[config.mk]
export PLATFORM = sky130hd
export DESIGN_NAME = i2c_slave_byte_receiver
export DESIGN_NICKNAME = d
export VERILOG_FILES = /design/src/rtl/i2c_slave_pkg.sv /design/src/rtl/i2c_slave_byte_receiver_shifter.sv /design/src/rtl/i2c_slave_byte_receiver.sv
export SDC_FILE = /design/constraint.sdc
export NUM_CORES = 1
export LEC_CHECK = 0
export ABC_AREA = 1
export ABC_CLOCK_PERIOD_IN_PS = 3200
export BUFFER_PORTS_ARGS = -buffer_cell sky130_fd_sc_hd__buf_2
export CAP_MARGIN = 25
export CORE_MARGIN = 1
export CORE_UTILIZATION = 45
export CTS_CLUSTER_SIZE = 40
export DETAILED_ROUTE_END_ITERATION = 10
export PLACE_DENSITY_LB_ADDON = 0.15
export SYNTH_ARGS = -nofsm -noshare
export SYNTH_HDL_FRONTEND = slang
export SYNTH_SLANG_ARGS = --single-unit
[constraint.sdc]
create_clock -name CLK -period 3.2 [get_ports CLK]
set_input_delay 0 -clock CLK [delete_from_list [all_inputs] [get_ports CLK]]
set_output_delay 0 -clock CLK [all_outputs]
set_load 0.01 [all_outputs]
[src/rtl/i2c_slave_pkg.sv]
// Shared definitions for the I2C slave byte receiver.
//   state_t           : receiver FSM states
//   BYTE_W            : bits per I2C transfer
//   ADDR_W            : I2C slave address width (7-bit addressing only)
//   GENERAL_CALL_ADDR : reserved general-call address
package i2c_slave_pkg;

    localparam int unsigned   BYTE_W            = 8;
    localparam int unsigned   ADDR_W            = 7;
    localparam logic [6:0]    GENERAL_CALL_ADDR = 7'h00;

    typedef enum logic [2:0] {
        ST_IDLE,
        ST_ADDR,
        ST_ADDR_ACK,
        ST_DATA,
        ST_DATA_ACK,
        ST_HANDOFF,
        ST_IGNORE
    } state_t;

endpackage

[src/rtl/i2c_slave_byte_receiver_shifter.sv]
// i2c_bit_shifter: MSB-first 8-bit shift register with a 3-bit bit counter.
//   CLK       in   SCL, all updates on posedge
//   RST       in   asynchronous active-low reset
//   sda       in   sampled SDA
//   load      in   first bit after START: shift <= {7'b0, sda}, bit_cnt <= 1
//   clear     in   restart framing: shift <= 0, bit_cnt <= 0
//   shift_en  in   shift sda in and advance bit_cnt
//   next_byte out  value the register holds after the current shift
//   byte_done out  current shift completes a byte (bit_cnt == 7 while shifting)
module i2c_bit_shifter
    import i2c_slave_pkg::*;
(
    input  logic              CLK,
    input  logic              RST,
    input  logic              sda,
    input  logic              load,
    input  logic              clear,
    input  logic              shift_en,
    output logic [BYTE_W-1:0] next_byte,
    output logic              byte_done
);

    logic [BYTE_W-1:0] shift_q;
    logic [2:0]        bit_cnt;

    assign next_byte = {shift_q[BYTE_W-2:0], sda};
    assign byte_done = shift_en && (bit_cnt == 3'd7);

    always_ff @(posedge CLK or negedge RST) begin
        if (!RST) begin
            shift_q <= '0;
            bit_cnt <= '0;
        end else if (load) begin
            shift_q <= {{(BYTE_W-1){1'b0}}, sda};
            bit_cnt <= 3'd1;
        end else if (clear) begin
            shift_q <= '0;
            bit_cnt <= '0;
        end else if (shift_en) begin
            shift_q <= next_byte;
            // 3-bit counter wraps 7 -> 0 on the byte-completing edge
            bit_cnt <= bit_cnt + 3'd1;
        end
    end

endmodule

[src/rtl/i2c_slave_byte_receiver.sv]
// I2C slave byte receiver, clocked by SCL. Frames address and write-data
// bytes, drives the ACK generator handshake and hands write bytes to the
// application side.
//   CLK        in   SCL
//   RST        in   asynchronous active-low reset
//   SDA_in     in   sampled SDA
//   start_det  in   START / repeated START until the first SCL rising edge
//   stop_det   in   STOP detected
//   done_ack   in   ACK generator finished the ACK bit
//   rx_ready   in   application can accept a data byte
//   ack_enable out  ACK generator enable
//   ack_cond   out  ACK generator acknowledgement condition
//   nack_cond  out  ACK generator not-acknowledgement condition
//   addr_match out  slave addressed in the current transaction
//   rw_bit     out  captured R/W bit (1 = master read)
//   rx_data    out  last received write byte
//   rx_valid   out  one-cycle pulse when rx_data updates
//   busy       out  FSM not idle
// Build option: I2C_SLAVE_GENERAL_CALL_EN accepts address 7'h00 + W.
module i2c_slave_byte_receiver #(
    parameter logic [6:0]  SLAVE_ADDR = 7'h50,
    parameter int unsigned ADDR_W     = 7
) (
    input  logic       CLK,
    input  logic       RST,
    input  logic       SDA_in,
    input  logic       start_det,
    input  logic       stop_det,
    input  logic       done_ack,
    input  logic       rx_ready,
    output logic       ack_enable,
    output logic       ack_cond,
    output logic       nack_cond,
    output logic       addr_match,
    output logic       rw_bit,
    output logic [7:0] rx_data,
    output logic       rx_valid,
    output logic       busy
);

    import i2c_slave_pkg::*;

    state_t            state, state_d;
    logic              ack_enable_d, ack_cond_d, nack_cond_d;
    logic              addr_match_d, rw_bit_d, rx_valid_d;
    logic [7:0]        rx_data_d;

    logic              sh_load, sh_clear, sh_shift;
    logic [BYTE_W-1:0] next_byte;
    logic              byte_done;
    logic [ADDR_W-1:0] rx_addr;
    logic              addr_hit;

    i2c_bit_shifter u_shifter (
        .CLK       (CLK),
        .RST       (RST),
        .sda       (SDA_in),
        .load      (sh_load),
        .clear     (sh_clear),
        .shift_en  (sh_shift),
        .next_byte (next_byte),
        .byte_done (byte_done)
    );

    // On the 8th address edge SDA_in is the R/W bit, so the address sits
    // in the upper seven bits of the completed byte.
    assign rx_addr = next_byte[BYTE_W-1 -: ADDR_W];

    always_comb begin
`ifdef I2C_SLAVE_GENERAL_CALL_EN
        addr_hit = (rx_addr == SLAVE_ADDR) ||
                   ((rx_addr == GENERAL_CALL_ADDR) && !SDA_in);
`else
        addr_hit = (rx_addr == SLAVE_ADDR);
`endif
    end

    assign busy = (state != ST_IDLE);

    always_comb begin
        state_d      = state;
        ack_enable_d = ack_enable;
        ack_cond_d   = ack_cond;
        nack_cond_d  = nack_cond;
        addr_match_d = addr_match;
        rw_bit_d     = rw_bit;
        rx_data_d    = rx_data;
        rx_valid_d   = 1'b0;
        sh_load      = 1'b0;
        sh_clear     = 1'b0;
        sh_shift     = 1'b0;

        if (stop_det) begin
            state_d      = ST_IDLE;
            ack_enable_d = 1'b0;
            ack_cond_d   = 1'b0;
            nack_cond_d  = 1'b0;
            addr_match_d = 1'b0;
            rw_bit_d     = 1'b0;
        end else if (start_det) begin
            // START edge also carries the address MSB
            sh_load      = 1'b1;
            state_d      = ST_ADDR;
            ack_enable_d = 1'b0;
            ack_cond_d   = 1'b0;
            nack_cond_d  = 1'b0;
            addr_match_d = 1'b0;
            rw_bit_d     = 1'b0;
        end else begin
            unique case (state)
                ST_ADDR: begin
                    sh_shift = 1'b1;
                    if (byte_done) begin
                        if (addr_hit) begin
                            addr_match_d = 1'b1;
                            rw_bit_d     = SDA_in;
                            ack_enable_d = 1'b1;
                            ack_cond_d   = 1'b1;
                            nack_cond_d  = 1'b0;
                            state_d      = ST_ADDR_ACK;
                        end else begin
                            state_d      = ST_IGNORE;
                        end
                    end
                end
                ST_ADDR_ACK: begin
                    if (done_ack) begin
                        ack_enable_d = 1'b0;
                        ack_cond_d   = 1'b0;
                        nack_cond_d  = 1'b0;
                        sh_clear     = 1'b1;
                        state_d      = rw_bit ? ST_HANDOFF : ST_DATA;
                    end
                end
                ST_DATA: begin
                    sh_shift = 1'b1;
                    if (byte_done) begin
                        rx_data_d    = next_byte;
                        rx_valid_d   = 1'b1;
                        ack_enable_d = 1'b1;
                        ack_cond_d   = rx_ready;
                        nack_cond_d  = !rx_ready;
                        state_d      = ST_DATA_ACK;
                    end
                end
                ST_DATA_ACK: begin
                    if (done_ack) begin
                        ack_enable_d = 1'b0;
                        ack_cond_d   = 1'b0;
                        nack_cond_d  = 1'b0;
                        if (ack_cond) begin
                            sh_clear = 1'b1;
                            state_d  = ST_DATA;
                        end else begin
                            addr_match_d = 1'b0;
                            state_d      = ST_IGNORE;
                        end
                    end
                end
                default: ; // IDLE, HANDOFF, IGNORE wait for START/STOP
            endcase
        end
    end

    always_ff @(posedge CLK or negedge RST) begin
        if (!RST) begin
            state      <= ST_IDLE;
            ack_enable <= 1'b0;
            ack_cond   <= 1'b0;
            nack_cond  <= 1'b0;
            addr_match <= 1'b0;
            rw_bit     <= 1'b0;
            rx_data    <= 8'h00;
            rx_valid   <= 1'b0;
        end else begin
            state      <= state_d;
            ack_enable <= ack_enable_d;
            ack_cond   <= ack_cond_d;
            nack_cond  <= nack_cond_d;
            addr_match <= addr_match_d;
            rw_bit     <= rw_bit_d;
            rx_data    <= rx_data_d;
            rx_valid   <= rx_valid_d;
        end
    end

endmodule
# == Word-level counts from Yosys, hierarchy flattened ==
# Index checks and enable logic that the tools add are counted.
# totals
word_cells,101
inputBits,7
out_inout_bits,15
regBits,27
# classes
n_bitwise,2
n_eq_ne,13
reduce_logical,17
n_mux,58
n_addsub,1
# op_table
cell,count
2-to-1 mux 1 bit,37
2-to-1 mux 3 bit,12
"!= test 4 bit, second input constant",6
2-to-1 mux 7 bit,3
AND reduction 5 bit,3
nonzero test 3 bit,5
one-hot mux 3 bit (4 select lines),1
one-hot mux 1 bit (3 select lines),3
"== test 7 bit, second input constant",1
"== test 3 x 2 -> 1 bit, second input constant",2
"== test 3 bit, second input constant",2
nonzero test 6 bit,1
nonzero test 5 bit,1
"!= test 4 x 1 -> 1 bit, second input constant",1
one-hot mux 1 bit (2 select lines),2
AND reduction 4 bit,1
nonzero test 4 bit,1
OR reduction 2 bit,2
"adder 3 x 1 -> 3 bit, second input constant",1
"== test 3 x 1 -> 1 bit, second input constant",1
AND reduction 3 bit,1
NOT 1 bit,2
logical AND 1 bit,1
zero test 1 bit,1

# == Longest topological paths before layout ==
# Gate-level depths: netlist of run 1.
# logic_depth
depth_word,10
depth_mapped,10

# == Cells and area by module ==
# Synthesis of run 1 repeated with hierarchy kept, for this count alone.
# unflattened
hier_cells,192
hier_area_um2,1461.4
# modules_own_cells
module,area_per_inst_um2,n_inst,cells_per_inst,seq_area_each_um2
i2c_slave_byte_receiver,992.2,1,138,425.4
i2c_bit_shifter,469.2,1,54,250.2

# == Worst setup path after synthesis of run 1 ==
# No wires, ideal clock.
# synth_path
path_type,reg-to-reg
start,reg u_shifter.bit_cnt[0]
end,reg addr_match
required_ps,3083
path_stages_with_launch,9
arrival_ps,1309
setup_slack_ps,1775
n_path_buf,0
cell_sequence,dfrtp_1 -> ha_1 -> ha_1 -> a21oi_1 -> nand2_2 -> nand2_2 -> inv_1 -> nand3_1 -> nand2_1
# synth_between
elab_chain_cells,4
# synth_rtl
item,line_no,text
from (decl),i2c_slave_byte_receiver_shifter.sv:24,logic [2:0] bit_cnt;
from (signal assigned),i2c_slave_byte_receiver_shifter.sv:42,bit_cnt <= bit_cnt + 3'd1;
== test 3 bit,i2c_slave_byte_receiver_shifter.sv:27,assign byte_done = shift_en && (bit_cnt == 3'd7);
logical AND 1 bit,i2c_slave_byte_receiver_shifter.sv:27,
!= test 4 bit (no source line),-,
AND reduction 5 bit (no source line),-,
to (signal assigned),i2c_slave_byte_receiver.sv:180,addr_match <= addr_match_d;
to (decl),i2c_slave_byte_receiver.sv:34,"output logic addr_match,"
# Every way passes these cells.
# A chain may end at the register's enable or synchronous reset.

# == Worst setup path after layout of run 1 ==
# layout_path
start,in stop_det
end,reg u_shifter.bit_cnt[0]
# layout_between
elab_chain_cells,3
elab_cells_between_ends,6
cone_classes,5 x mux; 1 x reduce/logical
# layout_rtl
item,line_no,text
from (decl),i2c_slave_byte_receiver.sv:28,"input logic stop_det,"
2-to-1 mux 1 bit,i2c_slave_byte_receiver.sv:93,if (stop_det) begin
2-to-1 mux 3 bit,i2c_slave_byte_receiver_shifter.sv:36,end else if (clear) begin
2-to-1 mux 3 bit,i2c_slave_byte_receiver_shifter.sv:33,end else if (load) begin
# Several ways; a longest one is shown, not always the timed one.

==> impl_metrics.env, run 1 <==
export IMPL_outcome="completed"
export IMPL_finalSetupViolCount=0
export IMPL_finalCritPeriodShare=0.646
export IMPL_grt_first_pass_wirelength_mm=5.26
export IMPL_crit_top_cell="dlygate4sd3_1"
export IMPL_mappedNetlistArea_um2=1460
export IMPL_clk_pin_slew_ns=0.16
export IMPL_post_route_drc_count=0
export IMPL_first_global_vias=1152
export IMPL_start_util=0.478
export IMPL_cts_max_level=1
export IMPL_ys_seq_elements=27
export IMPL_fmax_ghz=0.484
export IMPL_timing_hold_ws_ns=0.0410
export IMPL_wl_met1_mm=1.55
export IMPL_slew_violations=0
export IMPL_synth_top_flop_cell="dfrtp_1"
export IMPL_setup_tns_ns=0
export IMPL_hpwl_mm=2.26
export IMPL_cts_resized_gates=0
export IMPL_slowest_delay_ns=0.56
export IMPL_cts_setup_buffers=0
export IMPL_critical_path_required_ns=3.48
export IMPL_synthToLayoutAreaGrowth_pct=13.7
export IMPL_ys_types=23
export IMPL_yosysSeqAreaShare=0.463
export IMPL_antennaDiodeCount=0
export IMPL_grt_start_max_net_pins=28
export IMPL_ios=22
export IMPL_grt_overflow=0
export IMPL_first_pass_iters=4
export IMPL_critPathBufInv=3
export IMPL_grt_setup_unrepaired="false"
export IMPL_worst_setup_path_end_kind="register"
export IMPL_worstSetupPathType="in2reg"
export IMPL_wl_met3_um=102
export IMPL_drt_iter0_markers=96
export IMPL_synth_warnings=0
export IMPL_synth_avg_cell_area_um2=8.15
export IMPL_cts_tree="done"
export IMPL_finClkSkew_ns=0.0166
export IMPL_postRouteAntennaNets=0
export IMPL_dr_wl_met2_mm=1.36
export IMPL_core_area_um2=3050
export IMPL_path_max_fanout=18
export IMPL_drv_cap=0
export IMPL_fin_crit_ns=2.07
export IMPL_slowest_stage="dlygate4sd3_1"
export IMPL_power_density_nw_per_um2=436
export IMPL_ir_worst_vdd_v=0.000222
export IMPL_syn_num_nets=188
export IMPL_via_count=1222
export IMPL_dieWidth_um=58.9
export IMPL_port_buffers=21
export IMPL_clock_sinks=27
export IMPL_antenna_found_initial=0
export IMPL_path_cells="dlygate4sd3_1 -> buf_2 -> nor2_2 -> nand2_2 -> xor2_1 -> o22ai_1 -> dlygate4sd3_1"
export IMPL_worst_pin_slew_ns=0.596
export IMPL_finalHoldViolCount=0
export IMPL_async_reset_ff_frac=1.00
export IMPL_place_congestion=0.861
export IMPL_clk_latency_ns=0.34
export IMPL_layout_nets=215
export IMPL_die_area_um2=3470
export IMPL_synth_edf_count=0
export IMPL_crit_arrival_ns=2.34
export IMPL_path_delay_family="buffers and inverters"
export IMPL_grt_usage=0.202
export IMPL_syn_instance_count=179
export IMPL_p_leak_nw=0.871
export IMPL_drt_wl_total_mm=3.06
export IMPL_vias_per_cell=4.91
export IMPL_fp_dieH_um=58.9
export IMPL_top_layer="met4"
export IMPL_num_rows=20
export IMPL_ctsLongestPathBuffers=2
export IMPL_slew_headroom=0.602
export IMPL_drive_gt1_frac=0.249
export IMPL_clockRootBuffer="clkbuf_4"
export IMPL_startpoint_type="input pin"
export IMPL_routedWlPerCell_um=12.3
export IMPL_hold_path_class="in2reg"
export IMPL_cts_buffers=3
layout by cell type (no fill, tap or decap):
master and count:
clkbuf_4 3, dfrtp_1 27, nor2_1 14, a21oi_1 1, inv_2 4, dlygate4sd3_1 5
nand3b_1 1, nand3_2 3, nand2_4 1, o21ai_0 12, o221ai_1 1, nor2_4 3
nand2_2 5, ha_1 2, inv_6 1, o21ai_2 6, o22ai_1 1, nand2_1 49
inv_1 16, xor2_1 1, nand3_1 18, buf_2 21, nand4_1 4, nor3_1 2
nor2_2 4
report_power, final:
| part | internal, W | switching (W) |
|---|---|---|
| sequential | 0.000365 | 0.0000267 |
| clock | 0.0000511 | 0.000109 |
| combinational | 0.0000605 | 0.000110 |
| total | 0.000477 | 0.000246 |
Yosys cell counts (2+ instances only):
master	n	area share
o21ai_0	12	0.041
nor2_4	3	0.023
nor2_1	14	0.036
nand3_2	3	0.021
nand3_1	18	0.062
nor2_2	4	0.017
o21ai_2	6	0.036
buf_6	3	0.023
nand2_2	5	0.021
dfrtp_1	27	0.46
inv_2	4	0.010
nor3_1	2	0.0069
nand4_1	4	0.017
nand2_1	49	0.13
ha_1	2	0.017
inv_1	16	0.041
state kept, by name, summed over array words and instances (netlist names), 3 cells and up:
name / flops
u_shifter.bit_cnt: 3
state: 3
rx_data: 8
u_shifter.shift_q: 7
area by class of cell:
| class | count | area, µm² |
|---|---|---|
| fillers | 288 | 1390 |
| flip-flops and latches | 27 | 676 |
| multi-input cells | 128 | 667 |
| repair buffers | 26 | 155 |
| inverters | 20 | 75.1 |
| well taps | 44 | 55.1 |
| clock buffers | 3 | 22.5 |
| clock inverters | 1 | 8.76 |
logic make-up (layout without fill, tap and decap cells):
group / count (synthesis) / in the layout / share of synthesized area
buffers and inverters: 24 / 50 / 0.0798
DFF: 27 / 27 / 0.463
adders and majority gates: 2 / 2 / 0.0171
xor gates and xnor gates: 1 / 1 / 0.00600
AOI/OAI and AO/OA: 21 / 21 / 0.0909
and+or+nand+nor: 104 / 104 / 0.343
timing repair:
item / CTS / global route
hold buffers: 5 / 0
endpoints found under the hold margin: 32 / 0
setup endpoints to repair: 0 / 0
worst paths after layout:
path,slack (ns),startpoint,depth (start not counted),to
worst max register to register,1.26,state[0],7,u_shifter.bit_cnt[0]
max in group asynchronous,2.63,RST,2,u_shifter.bit_cnt[0]
worst max-delay path,1.13,stop_det,7,u_shifter.bit_cnt[0]
worst min-delay path,0.04,start_det,4,rw_bit
worst min register to register,0.49,rx_data[7],2,rx_data[7]
min in group asynchronous,0.17,RST,2,rx_data[6]
metal layers:
metal,global-route usage,vias up
met4,0.0612,0
met1,0.290,564
met2,0.318,27
met5,0,-
li1,-,626
met3,0.0286,5
through the flow:
stage | std cells | worst slack, ns | util | total power, W | instance area [µm²]
final | 249 | 1.13 | 0.543 | 0.000723 | 1660
after global routing | 249 | 0.994 | 0.543 | 0.000768 | 1660
after CTS | 249 | 1.20 | 0.543 | 0.000727 | 1660
after detailed placement | 240 | 1.62 | 0.517 | 0.000559 | 1580
after global placement | 240 | 1.71 | 0.517 | 0.000556 | 1580
after floorplan | 179 | 1.77 | - | 0.000514 | 1460
tightest hold or removal path: stages:
cell	delay (ns)
buf_2	0.10
nor2_2	0.11
nand2_1	0.07
o21ai_0	0.07
No activity file was read; power rests on OpenSTA's default activity.
==> run 2, diff against run 1 <==
Settings changed: ABC_CLOCK_PERIOD_IN_PS 3200 to 1900.
Clock period 3.2 ns to 1.9 ns, I/O delays scaled along.
==> run 2 against run 1 <==
Wire length fell by 3.1%. Sequential power rose by 68%. Critical path depth rose by 3. Final area did not move. Global-route usage fell by 0.51 points. Via count rose by 1.6%. Core utilization did not move. Final cell count did not move. Register-to-register slack got worse by 0.92 ns. Combinational power rose by 64%.
==> impl_metrics.env, run 2 (synthesis gave the netlist of run 1 again) <==
export IMPL_outcome="completed"
export IMPL_setup_tns_ns=0
export IMPL_r2r_end="addr_match"
export IMPL_port_buffers=21
export IMPL_timing_hold_ws_ns=0.112
export IMPL_layout_nets=215
export IMPL_antenna_found_initial=0
export IMPL_routedWlPerCell_um=11.9
export IMPL_cts_buffers=3
export IMPL_dieWidth_um=58.9
export IMPL_largest_reg_flops=8
export IMPL_cts_max_level=1
export IMPL_first_global_vias=1122
export IMPL_fin_crit_ns=1.70
export IMPL_largest_register="rx_data"
export IMPL_final_cell_mix="nand2_1, dfrtp_1, buf_2"
export IMPL_min_path_cells=4
export IMPL_crit_arrival_ns=1.95
export IMPL_startpoint_type="input pin"
export IMPL_antennaDiodeCount=0
export IMPL_power_density_nw_per_um2=730
export IMPL_final_area_um2=1660
export IMPL_final_common_cell="nand2_1"
export IMPL_grt_overflow=0
export IMPL_cts_resized_gates=0
export IMPL_hpwl_mm=2.21
export IMPL_vias_per_cell=4.98
export IMPL_place_inst=240
export IMPL_place_area_um2=1580
export IMPL_slew_violations=0
export IMPL_path_max_fanout=12
export IMPL_ctsLongestPathBuffers=2
export IMPL_slew_headroom=0.605
export IMPL_hold_path_class="in2reg"
export IMPL_start_util=0.478
export IMPL_clk_pin_slew_ns=0.15
export IMPL_rrSetupSlack_ns=0.34
export IMPL_worst_setup_path_end_kind="register"
export IMPL_finalCritPeriodShare=0.895
export IMPL_stdcell_count=249
export IMPL_cts_tree="done"
export IMPL_worstSetupPathType="in2reg"
export IMPL_drive_gt1_frac=0.249
export IMPL_p_leak_nw=0.873
export IMPL_first_pass_iters=5
export IMPL_drt_iter0_markers=48
export IMPL_clockRootBuffer="clkbuf_4"
export IMPL_finClkSkew_ns=0.00537
export IMPL_num_rows=20
export IMPL_drv_cap=0
export IMPL_fp_dieH_um=58.9
export IMPL_reg_top3="rx_data x8, u_shifter.shift_q x7"
export IMPL_finalHoldViolCount=0
export IMPL_postRouteAntennaNets=0
export IMPL_synthToLayoutAreaGrowth_pct=13.7
export IMPL_worst_pin_slew_ns=0.593
export IMPL_core_area_um2=3050
export IMPL_clk_latency_ns=0.34
export IMPL_min_from="done_ack"
export IMPL_drt_wl_total_mm=2.96
export IMPL_ff2ff_path_depth=8
export IMPL_grt_first_pass_wirelength_mm=5.11
export IMPL_min_to="u_shifter.bit_cnt[0]"
export IMPL_place_congestion=0.859
export IMPL_via_count=1241
export IMPL_r2r_start="u_shifter.bit_cnt[0]"
export IMPL_critical_path_required_ns=2.15
export IMPL_grt_start_max_net_pins=28
export IMPL_ir_worst_vdd_v=0.000536
export IMPL_fmax_ghz=0.588
export IMPL_die_area_um2=3470
export IMPL_ios=22
export IMPL_grt_usage=0.197
export IMPL_grt_setup_unrepaired="false"
export IMPL_clock_sinks=27
export IMPL_finalSetupViolCount=0
export IMPL_post_route_drc_count=0
run 2: cell counts in the layout (fill, tap and decap cells not counted):
Identical to the previous run, type by type.
run 2: worst max path at each step:
stage          slack, ns  cells past startpoint                  from          to
3_5_place_dp        0.35                      8  u_shifter.bit_cnt[0]  addr_match
3_3_place_gp        0.39                      9             start_det   nack_cond
6_report            0.20                     10             start_det  addr_match
2_1_floorplan       0.47                      8  u_shifter.bit_cnt[0]  addr_match
5_1_grt             0.01                     10              stop_det  addr_match
4_1_cts             0.21                     10             start_det  addr_match
run 2: metrics by stage:
stage,power (W),worst slack (ns),util
floorplan,0.000865,0.475,-
global placement,0.000937,0.391,0.517
detailed placement,0.000940,0.345,0.517
CTS,0.00122,0.212,0.543
global route,0.00129,0.0137,0.543
finish,0.00121,0.200,0.543
run 2: where the power goes:
group | switching (W) | internal, W | leakage, nW
combinational | 0.000183 | 0.0000978 | 0.490
sequential | 0.0000436 | 0.000615 | 0.364
clock | 0.000186 | 0.0000861 | 0.0183
total | 0.000413 | 0.000799 | 0.873
run 2: layer usage:
layer | GRT usage | wire length [µm] | vias up
li1 | - | - | 625
met1 | 0.282 | 1440 | 570
met2 | 0.294 | 1320 | 42
met3 | 0.0462 | 167 | 4
met4 | 0.0646 | 29 | 0
met5 | 0 | 0 | -
run 2: final cells by class:
type                            count  area (µm²)
Multi-Input combinational cell    128         667
Clock buffer                        3        22.5
Tap cell                           44        55.1
Sequential cell                    27         676
Clock inverter                      1        8.76
Timing Repair Buffer               26         155
Inverter                           20        75.1
Fill cell                         299        1390
run 2: worst max-delay path, stage by stage:
cell	delay, ns
dlygate4sd3_1	0.53
buf_2	0.13
nor2_2	0.41
inv_1	0.24
a21oi_1	0.23
nand2_2	0.10
nand2_2	0.11
inv_1	0.06
nand3_1	0.07
nand2_1	0.06
run 2: repair_timing:
item	CTS	global route
hold buffers	5	0
buffers inserted	0	0
hold endpoints to repair	32	0
==> run 3, diff against run 2 <==
Settings changed: ABC_CLOCK_PERIOD_IN_PS 1900 to 2110.
Clock period 1.9 ns to 2.11 ns, I/O delays scaled along.
==> run 3 against run 2 <==
Final cell count rose by 0.40%. Critical path depth fell by 4. Die area did not move. Total power fell by 9.3%. Clock power fell by 9.9%. Core utilization rose by 0.25 points. Global-route usage rose by 0.26 points. Setup slack improved by 0.011 ns. Flip-flop and latch count did not move. First-iteration DRC count rose by 58%. Wire length rose by 1.6%.
==> impl_metrics.env, run 3 (synthesis gave the netlist of run 1 again) <==
export IMPL_grt_setup_unrepaired="false"
export IMPL_via_count=1260
export IMPL_grt_first_pass_wirelength_mm=5.09
export IMPL_timing_hold_ws_ns=0.116
export IMPL_reg_top3="rx_data x8, u_shifter.shift_q x7"
export IMPL_antennaDiodeCount=0
export IMPL_hpwl_mm=2.26
export IMPL_path_cells="inv_2 -> nor2_4 -> nand2_2 -> xor2_1 -> o22ai_1 -> dlygate4sd3_1"
export IMPL_crit_arrival_ns=2.19
export IMPL_post_route_drc_count=0
export IMPL_worst_setup_path_end_kind="register"
export IMPL_clock_sinks=27
export IMPL_synthToLayoutAreaGrowth_pct=14.2
export IMPL_cts_buffers=3
export IMPL_fp_dieH_um=58.9
export IMPL_drive_gt1_frac=0.252
export IMPL_critPathBufInv=2
export IMPL_slowest_delay_ns=0.56
export IMPL_final_area_um2=1670
export IMPL_ctsLongestPathBuffers=2
export IMPL_fmax_ghz=0.526
export IMPL_clockRootBuffer="clkbuf_4"
export IMPL_clk_pin_slew_ns=0.16
export IMPL_finClkSkew_ns=0.00177
export IMPL_routedWlPerCell_um=12.0
export IMPL_ir_worst_vdd_v=0.000345
export IMPL_finalSetupViolCount=0
export IMPL_port_buffers=21
export IMPL_slew_headroom=0.607
export IMPL_place_area_um2=1590
export IMPL_outcome="completed"
export IMPL_cts_max_level=1
export IMPL_final_common_cell="nand2_1"
export IMPL_finalHoldViolCount=0
export IMPL_worst_pin_slew_ns=0.590
export IMPL_startpoint_type="register"
export IMPL_first_pass_iters=4
export IMPL_largest_reg_flops=8
export IMPL_clk_latency_ns=0.33
export IMPL_path_max_fanout=18
export IMPL_die_area_um2=3470
export IMPL_finalCritPeriodShare=0.900
export IMPL_drt_iter0_markers=76
export IMPL_ios=22
export IMPL_critical_path_required_ns=2.40
export IMPL_setup_tns_ns=0
export IMPL_first_global_vias=1120
export IMPL_p_leak_nw=0.876
export IMPL_layout_nets=216
export IMPL_power_density_nw_per_um2=660
export IMPL_core_area_um2=3050
export IMPL_postRouteAntennaNets=0
export IMPL_fin_ws_ns=0.211
export IMPL_vias_per_cell=5.04
export IMPL_final_cell_mix="nand2_1, dfrtp_1, buf_2"
export IMPL_drt_wl_total_mm=3.01
export IMPL_hold_path_class="in2reg"
export IMPL_grt_usage=0.200
export IMPL_worstSetupPathType="reg2reg"
export IMPL_grt_start_max_net_pins=28
export IMPL_slowest_stage="dlygate4sd3_1"
export IMPL_antenna_found_initial=0
export IMPL_place_ws_ns=0.576
export IMPL_cts_tree="done"
export IMPL_cts_resized_gates=0
export IMPL_num_rows=20
export IMPL_start_util=0.478
export IMPL_fin_crit_ns=1.90
export IMPL_largest_register="rx_data"
export IMPL_slew_violations=0
export IMPL_dieWidth_um=58.9
export IMPL_path_delay_family="buffers and inverters"
export IMPL_grt_overflow=0
export IMPL_place_congestion=0.846
export IMPL_drv_cap=0
==> run 3: cell types whose count changed in the layout (fill, tap and decap cells not counted), sizes merged <==
cell	change
buf	+1
==> run 3: routing by layer <==
| layer | up-vias | global-route usage | routed length [µm] |
|---|---|---|---|
| met5 | - | 0 | 0 |
| met4 | 0 | 0.0816 | 43 |
| met3 | 4 | 0.0330 | 106 |
| met2 | 35 | 0.305 | 1370 |
| met1 | 593 | 0.282 | 1490 |
| li1 | 628 | - | - |
==> run 3: worst paths after layout <==
check / from / to / slack (ns) / cells past startpoint
min in group asynchronous: RST / rx_data[7] / 0.18 / 2
worst max-delay path: state[0] / u_shifter.bit_cnt[0] / 0.21 / 6
max in group asynchronous: RST / addr_match / 1.55 / 2
worst min-delay path: start_det / rw_bit / 0.12 / 5
worst min register to register: rx_data[7] / rx_data[7] / 0.49 / 2
worst max register to register: state[0] / u_shifter.bit_cnt[0] / 0.21 / 6
==> run 3: layout make-up <==
cell class / instances / area (µm²)
multi-input cells: 128 / 667
well taps: 44 / 55.1
inverters: 20 / 75.1
clock inverters: 1 / 8.76
clock buffers: 3 / 22.5
repair buffers: 27 / 163
flip-flops and latches: 27 / 676
fillers: 296 / 1390
==> run 3: where the power goes <==
part	leakage, nW	switching [W]	internal (W)
combinational	0.493	0.000169	0.0000928
clock	0.0183	0.000168	0.0000776
sequential	0.364	0.0000388	0.000554
total	0.876	0.000375	0.000724
==> run 3: per-stage QoR <==
step / std cells / total power (W) / utilization
2_1_floorplan: 179 / 0.000779 / -
3_3_place_gp: 241 / 0.000844 / 0.519
3_5_place_dp: 241 / 0.000849 / 0.519
4_1_cts: 250 / 0.00111 / 0.546
5_1_grt: 250 / 0.00117 / 0.546
6_report: 250 / 0.00110 / 0.546
==> run 3: worst register-to-register path: stages, from the launching register on <==
cell	delay, ns
dfrtp_1	0.50
inv_2	0.10
nor2_4	0.13
nand2_2	0.21
xor2_1	0.21
o22ai_1	0.14
dlygate4sd3_1	0.56
==> run 3: what timing repair did <==
action / CTS / global route
hold buffers: 5 / 0
buffers inserted: 0 / 0
hold endpoints to repair: 32 / 0
